File: config.mk
export PLATFORM = sky130hd
export DESIGN_NAME = mv_stream_sequencer
export DESIGN_NICKNAME = d
export VERILOG_FILES = /design/src/rtl/mv_stream_sequencer_pkg.sv /design/src/rtl/mv_stream_sequencer_axis_out.sv /design/src/rtl/mv_stream_sequencer.sv
export SDC_FILE = /design/constraint.sdc
export NUM_CORES = 1
export LEC_CHECK = 0
export CORE_AREA = 2 2 124 126
export DETAILED_ROUTE_END_ITERATION = 16
export DIE_AREA = 0 0 126 128
export GPL_TIMING_DRIVEN = 0
export HOLD_SLACK_MARGIN = 0.12
export PLACE_DENSITY = 0.71
export SYNTH_ARGS = -nofsm -noshare
export SYNTH_HDL_FRONTEND = slang
export SYNTH_SLANG_ARGS = --single-unit
File: constraint.sdc
create_clock -name clk -period 2.3 [get_ports clk]
set_input_delay 0.345 -clock clk [delete_from_list [all_inputs] [get_ports clk]]
set_output_delay 0.345 -clock clk [all_outputs]
set_load 0.01 [all_outputs]
File: src/rtl/mv_stream_sequencer_pkg.sv
// Shared types and constants for the matrix-vector stream sequencer and its
// output holding register.
package mv_pkg;

    // Sequencer states, in the order a frame walks through them.
    typedef enum logic [3:0] {
        IDLE,
        CLR_Y,
        LOAD_X,
        LOAD_W,
        START,
        WAIT_DONE,
        RD_ADDR,
        RD_DATA,
        SEND,
        RELEASE
    } mv_state_t;

    // Every BRAM word is 32 bits, so byte address = word index << 2.
    localparam int WORD_BYTES = 4;
    localparam int WORD_SHIFT = $clog2(WORD_BYTES);

    // Byte enable pattern for a full-word write.
    localparam logic [3:0] BE_ALL = 4'hf;

    // A beat is framed badly when its tlast disagrees with whether it is
    // really the final word of the frame.
    function automatic logic tlastBad(input logic tlast, input logic isLastBeat);
        return tlast ^ isLastBeat;
    endfunction

endpackage

File: src/rtl/mv_stream_sequencer_axis_out.sv
// Output-side AXI-Stream holding register: captures one result word and its
// tlast, presents them until the consumer accepts, then drops valid.
module mv_axis_out_reg #(
    parameter int DATA_W = 32
) (
    input  logic              clk,
    input  logic              reset,
    input  logic              i_load,
    input  logic [DATA_W-1:0] i_data,
    input  logic              i_last,
    input  logic              i_ready,
    output logic [DATA_W-1:0] o_data,
    output logic              o_valid,
    output logic              o_last,
    output logic              o_fire
);

    logic [DATA_W-1:0] r_data;
    logic              r_valid;
    logic              r_last;

    // Load a fresh word on request; otherwise hold it stable until accepted.
    always_ff @(posedge clk) begin
        if (reset) begin
            r_data  <= '0;
            r_valid <= 1'b0;
            r_last  <= 1'b0;
        end else if (i_load) begin
            r_data  <= i_data;
            r_last  <= i_last;
            r_valid <= 1'b1;
        end else if (r_valid && i_ready) begin
            r_valid <= 1'b0;
        end
    end

    assign o_data  = r_data;
    assign o_valid = r_valid;
    assign o_last  = r_last;
    assign o_fire  = r_valid & i_ready;

endmodule

File: src/rtl/mv_stream_sequencer.sv
// Host-side sequencer for the matrix-vector multiply engine: fills the x and W
// BRAMs from an input stream, clears y, kicks the engine, waits for it, and
// streams y back out before releasing the start/done handshake.
module mv_stream_sequencer
    import mv_pkg::*;
#(
    parameter int addr_W_size = 16,
    parameter int addr_x_size = 12,
    parameter int addr_y_size = 12,
    parameter int length_M    = 512,
    parameter int length_N    = 32
) (
    input  logic                   clk,
    input  logic                   reset,
    input  logic [31:0]            s_axis_tdata,
    input  logic                   s_axis_tvalid,
    output logic                   s_axis_tready,
    input  logic                   s_axis_tlast,
    output logic [31:0]            m_axis_tdata,
    output logic                   m_axis_tvalid,
    input  logic                   m_axis_tready,
    output logic                   m_axis_tlast,
    output logic [addr_W_size-1:0] bram_addr_W,
    output logic [31:0]            bram_wrdata_W,
    output logic [3:0]             bram_we_W,
    output logic [addr_x_size-1:0] bram_addr_x,
    output logic [31:0]            bram_wrdata_x,
    output logic [3:0]             bram_we_x,
    output logic [addr_y_size-1:0] bram_addr_y,
    output logic [31:0]            bram_wrdata_y,
    output logic [3:0]             bram_we_y,
    input  logic [31:0]            bram_rddata_y,
    output logic [31:0]            mv_control,
    input  logic [31:0]            mv_status,
    output logic                   busy,
    output logic                   frame_err
);

    // One counter serves every phase; it must reach M*N-1 during the W load.
    localparam int TOTAL_W = length_M * length_N;
    localparam int CNT_W   = (TOTAL_W > 1) ? $clog2(TOTAL_W) : 1;

    localparam logic [CNT_W-1:0] LAST_Y = CNT_W'(length_M - 1);
    localparam logic [CNT_W-1:0] LAST_X = CNT_W'(length_N - 1);
    localparam logic [CNT_W-1:0] LAST_W = CNT_W'(TOTAL_W - 1);
    localparam logic [CNT_W-1:0] ONE    = CNT_W'(1);

    mv_state_t        r_state;
    logic [CNT_W-1:0] r_cnt;
    logic             r_sReady;
    logic             r_start;
    logic             r_busy;
    logic             r_frameErr;

    logic                        w_beat;
    logic                        w_outLoad;
    logic                        w_outLast;
    logic                        w_outFire;
    logic [CNT_W+WORD_SHIFT-1:0] w_byteAddr;
    logic                        w_unusedStatus;

    assign w_beat         = s_axis_tvalid & r_sReady;
    assign w_outLoad      = (r_state == RD_DATA);
    assign w_outLast      = (r_cnt == LAST_Y);
    assign w_byteAddr     = {r_cnt, WORD_SHIFT'(0)};
    assign w_unusedStatus = ^mv_status[31:1];

    // Frame sequencing: clear y, load x then W, run the engine, drain y.
    always_ff @(posedge clk) begin
        if (reset) begin
            r_state    <= IDLE;
            r_cnt      <= '0;
            r_sReady   <= 1'b0;
            r_start    <= 1'b0;
            r_busy     <= 1'b0;
            r_frameErr <= 1'b0;
        end else begin
            case (r_state)
                IDLE: begin
                    if (s_axis_tvalid) begin
                        r_state    <= CLR_Y;
                        r_cnt      <= '0;
                        r_busy     <= 1'b1;
                        r_frameErr <= 1'b0;
                    end
                end
                CLR_Y: begin
                    if (r_cnt == LAST_Y) begin
                        r_state  <= LOAD_X;
                        r_cnt    <= '0;
                        r_sReady <= 1'b1;
                    end else begin
                        r_cnt <= r_cnt + ONE;
                    end
                end
                LOAD_X: begin
                    if (w_beat) begin
                        if (tlastBad(s_axis_tlast, 1'b0)) begin
                            r_frameErr <= 1'b1;
                        end
                        if (r_cnt == LAST_X) begin
                            r_state <= LOAD_W;
                            r_cnt   <= '0;
                        end else begin
                            r_cnt <= r_cnt + ONE;
                        end
                    end
                end
                LOAD_W: begin
                    if (w_beat) begin
                        if (tlastBad(s_axis_tlast, r_cnt == LAST_W)) begin
                            r_frameErr <= 1'b1;
                        end
                        if (r_cnt == LAST_W) begin
                            r_state  <= START;
                            r_cnt    <= '0;
                            r_sReady <= 1'b0;
                            r_start  <= 1'b1;
                        end else begin
                            r_cnt <= r_cnt + ONE;
                        end
                    end
                end
                START: begin
                    r_state <= WAIT_DONE;
                end
                WAIT_DONE: begin
                    if (mv_status[0]) begin
                        r_state <= RD_ADDR;
                        r_cnt   <= '0;
                    end
                end
                RD_ADDR: begin
                    r_state <= RD_DATA;
                end
                RD_DATA: begin
                    r_state <= SEND;
                end
                SEND: begin
                    if (w_outFire) begin
                        if (r_cnt == LAST_Y) begin
                            r_state <= RELEASE;
                            r_cnt   <= '0;
                            r_start <= 1'b0;
                        end else begin
                            r_state <= RD_ADDR;
                            r_cnt   <= r_cnt + ONE;
                        end
                    end
                end
                RELEASE: begin
                    if (!mv_status[0]) begin
                        r_state <= IDLE;
                        r_busy  <= 1'b0;
                    end
                end
                default: begin
                    r_state <= IDLE;
                end
            endcase
        end
    end

    // BRAM write strobes follow the accepted beat in the same cycle.
    always_comb begin
        bram_we_x = '0;
        bram_we_W = '0;
        bram_we_y = '0;
        if (r_state == LOAD_X && w_beat) begin
            bram_we_x = BE_ALL;
        end
        if (r_state == LOAD_W && w_beat) begin
            bram_we_W = BE_ALL;
        end
        if (r_state == CLR_Y) begin
            bram_we_y = BE_ALL;
        end
    end

    assign bram_addr_W   = addr_W_size'(w_byteAddr);
    assign bram_addr_x   = addr_x_size'(w_byteAddr);
    assign bram_addr_y   = addr_y_size'(w_byteAddr);
    assign bram_wrdata_W = s_axis_tdata;
    assign bram_wrdata_x = s_axis_tdata;
    assign bram_wrdata_y = '0;

    assign s_axis_tready = r_sReady;
    assign mv_control    = {31'b0, r_start};
    assign busy          = r_busy;
    assign frame_err     = r_frameErr;

    mv_axis_out_reg #(
        .DATA_W (32)
    ) u_outReg (
        .clk     (clk),
        .reset   (reset),
        .i_load  (w_outLoad),
        .i_data  (bram_rddata_y),
        .i_last  (w_outLast),
        .i_ready (m_axis_tready),
        .o_data  (m_axis_tdata),
        .o_valid (m_axis_tvalid),
        .o_last  (m_axis_tlast),
        .o_fire  (w_outFire)
    );

endmodule
==> summary by stage <==
STA
Headroom to the max-slew limit came out at 0.581. The worst path needs 2.25 ns of the cycle, external delays included. The final hold violation count is 0.

Dividing the final minimum period by the clock period gives 0.979. At the pin with the least slew margin, the transition time is between 0.6 and 0.7 ns. The maximum clock rate is around 440 MHz.

The worst path meets setup with a little under 0.05 ns of slack. Setup repair after global routing could not meet its margin everywhere. The largest clock skew in the final design is between 0.006 and 0.007 ns.

Hold is met by 0.452 ns. The count of final max-slew check failures came to 0. The count of endpoints failing setup in the final report is 0.

Yosys
The Yosys step of the flow raised 0 warnings. The post-synthesis cell area is ~4000 sq um. In the synthesized netlist, the number of instances is slightly above 500. The synthesized area per cell is 7.87 sq um. After synthesis, the most frequently instantiated cells are 164 x buf_4, 83 x nand2_1, 56 x dfxtp_1.

The dominant cell type by area after synthesis is buf_4. The area fraction of the dominant cell type after synthesis is 0.305. The async set or reset register ratio after synthesis is 0.

The register bit count reported by yosys is 56. The number of flops mapped to enable cells by yosys is 0. Ranked by total cell area, the synthesized netlist is headed by buf_4 31%, dfxtp_1 28%, nand2_1 7.7%, a21oi_1 5.5%, xor2_1 1.7%.

The portion of the post-synthesis area used by sequential elements is 0.278. After synthesis, the netlist uses between 60 and 70 different library cells. In the post-synthesis netlist, the cell with the most instances is buf_4.

In the synthesized netlist the dominant register cell turns out to be dfxtp_1.

Cells and area
Of the cells placed in the final design, the portion with a size suffix greater than 1 is 0.300. The count of fill cells added during filler insertion is around 1,500. The number of nets at the end of the flow is 888.

0 antenna diodes ended up in the layout. For this run, the share of the core covered by cells in the final layout is 0.457. Excluding fillers, the count of instances in the completed layout stands at 975. The footprint of the flip-flops and latches is roughly 1100 sq um. The multi-input combinational cells in the finished layout cover a total of between 1500 and 2000 sq um. The relative area change from synthesis to final layout is 68.5%.

Worst hold path
The worst hold path terminates at u_outReg.o_data[6]. The instance count along the most critical hold path is 2. The startpoint of the most critical hold path is u_outReg.o_data[6]. The worst hold path belongs to the class register to register.

Floorplanning
318 I/O pins were placed. The core region is ~15,000 sq um. The width of the chip is 126 microns. In this run the vertical extent of the chip is 128 microns. The site row count is between 40 and 50.

The initial cell density of the core is 0.271. The die area is roughly 16,000 sq um.

Status
The run finished with clean final reports.

Placed design
The count of port buffers added during placement is between 150 and 200. The half-perimeter wire length after placement is 9.49 mm. Counting tap cells, the placed design contains a total of around 950 instances. OpenSTA, run right after detailed placement, puts the worst setup slack at -0.497 ns. The global placer's final weighted congestion is ~0.88.

Critical path
Among all stages on the critical path, the largest delay is contributed by or4_4. The worst setup path is captured at a register. The critical path data required time is roughly 2.5 ns. The startpoint of the worst-slack reg-to-reg timing path is r_cnt[11]. The category of the worst setup path launch point is a register.

The slack of the worst reg-to-reg path is about 0.048 ns. The signal on the critical path passes through or4_4 -> nor3_4 -> a311oi_2 -> or4_4 -> o211a_1. In this design, the stage delay of the slowest critical-path cell is 0.62 ns. The capturing point of the worst reg2reg path is r_state[1]. The depth of the most critical reg-to-reg path is 5. The endpoint arrival time on the critical path is between 2 and 2.5 ns. The path type of the worst setup path is register to register.

The most critical setup path has its startpoint at r_cnt[11]. The most common cell type on the critical path is or4_4. The critical-path maximum fanout is 5.

Global routing
The initial antenna violation count is 0. The remaining global-route overflow is 0. In the global route stage, overall resource usage came out at 0.140. The first-pass GRT wire length is around 18 mm. The maximum number of pins on one net before global-route repair is 18. The number of global-route vias before repair is between 3,000 and 4,000.

Detailed routing
The remaining routing DRC violations is 0. The number of vias per cell is about 4.2. The total number of vias is a little over 4,000.

The first detailed-routing pass ran for 5 iterations. The first-iteration detailed-routing DRC count is roughly 160. After detailed routing, the average wire length per cell comes to ~13 microns. In this run the remaining antenna-violating nets after routing total 0.

The overall routed net length is 12.4 mm.

Power
The share of total power in the clock network is 0.201. Dividing total power by cell area gives a power density of around 570 nW/um^2. For this design the static power due to leakage is just under 3 nW. The combinational power share is 0.522. Internal power comes to 2.39 mW. The total power after layout is ~3.9 mW. Summed over all nets, the switching power comes to 1.47 mW. The worst supply voltage drop on vdd is roughly 0.44 mV. The switching part of the total is 0.381.

The relative contribution of sequential cells to total power is 0.277.

Clock tree
The CTS sink count is 56. The number of clock buffers inserted by TritonCTS is 5. The H-tree was split into 2 levels. The CTS tree is built. For the worst-skew pair, the clock arrives at the later sink with an insertion delay of 0.30 ns. The number of buffers on the longest clock path is 2. The clock transition time at the flip-flop clock pins of the worst setup and hold paths is about 0.08 ns.

The number of hold-repair buffers added at the cts stage is 0. The clock tree root driver cell is clkbuf_16.

Run
The number of max-capacitance violations reported is 0.
==> state kept, by name, indices dropped and copies added, names as in the netlist <==
| signal | cells |
|---|---|
| u_outReg.o_data | 32 |
| r_cnt | 14 |
| r_state | 4 |
| busy | 1 |
| frame_err | 1 |
| r_start | 1 |
| s_axis_tready | 1 |
| u_outReg.o_last | 1 |
| u_outReg.o_valid | 1 |
==> cells in the final DEF (no fill, tap or decap), types with 5 or more instances in the layout <==
cell | synthesis | routed
nand4_1 | 9 | 9
dlygate4sd2_1 | 0 | 7
o21ai_0 | 8 | 8
nor3_1 | 8 | 7
buf_4 | 164 | 183
nand2_1 | 83 | 82
clkbuf_16 | 0 | 5
nand2b_1 | 5 | 5
dfxtp_1 | 56 | 48
o211ai_1 | 5 | 5
inv_1 | 6 | 6
nand3_1 | 9 | 8
a211oi_1 | 6 | 6
clkbuf_1 | 18 | 13
xor2_1 | 8 | 8
clkdlybuf4s50_1 | 0 | 174
nor2_1 | 14 | 12
conb_1 | 1 | 69
a21oi_1 | 44 | 43
==> worst max-delay path, delay by kind of cell (launching register included) <==
kind             cells  cell delay (ns)
flip-flops           1             0.35
AO/OA/AOI/OAI        2             0.41
AND/OR/NAND/NOR      3             1.40
==> routing by layer <==
metal / share of wire / track usage
met5: 0 / 0
met4: 0.020 / 0.0414
met3: 0.095 / 0.0380
met2: 0.50 / 0.254
met1: 0.38 / 0.162
==> power by group through the flow <==
stage          clock [mW]  sequential (mW)  combinational, mW
2_1_floorplan           0             1.08               1.17
3_3_place_gp            0             1.08               1.73
3_5_place_dp            0             1.08               1.75
4_1_cts             0.809             1.07               1.87
5_1_grt             0.831             1.08               2.17
6_report            0.777             1.07               2.02
==> stage by stage <==
stage	instance area, sq um	TNS [ns]
after global placement	6370	-7.25
after floorplan	4290	0
final	6790	0
after detailed placement	6370	-7.75
after CTS	6650	0
after global routing	6790	-0.0793
==> kinds of logic (layout without fill, tap and decap cells) <==
family | count (synthesis) | after routing | share of synthesized area
buffers and inverters | 195 | 402 | 0.340
AND/OR/NAND/NOR | 158 | 158 | 0.202
AO/OA/AOI/OAI | 92 | 92 | 0.156
flip-flops | 56 | 56 | 0.278
XOR/XNOR | 8 | 8 | 0.0174
adder cells (fa/ha/maj) | 1 | 1 | 0.00310
other | 1 | 69 | 0.000930
multiplexers | 1 | 1 | 0.00248
==> area by class of cell <==
cell class | count | area share
timing repair buffer | 201 | 0.289
multi-input combinational | 329 | 0.284
buffer | 187 | 0.200
sequential | 56 | 0.168
tap | 188 | 0.0346
clock buffer | 5 | 0.0184
inverter | 6 | 0.00331
clock inverter | 3 | 0.00276
==> how the worst max path moves through the flow <==
stage	cells past startpoint	to
finish	5	r_state[1]
global route	9	r_cnt[13]
CTS	5	r_state[1]
detailed placement	6	r_state[1]
global placement	6	r_state[1]
floorplan	6	r_state[1]
==> repair_timing <==
item | in CTS | in global routing
pin swaps | 7 | 5
endpoints found under the setup margin | 27 | 43
setup buffers | 9 | 8
resized for setup | 30 | 24
(Power assumes the default switching activity.)
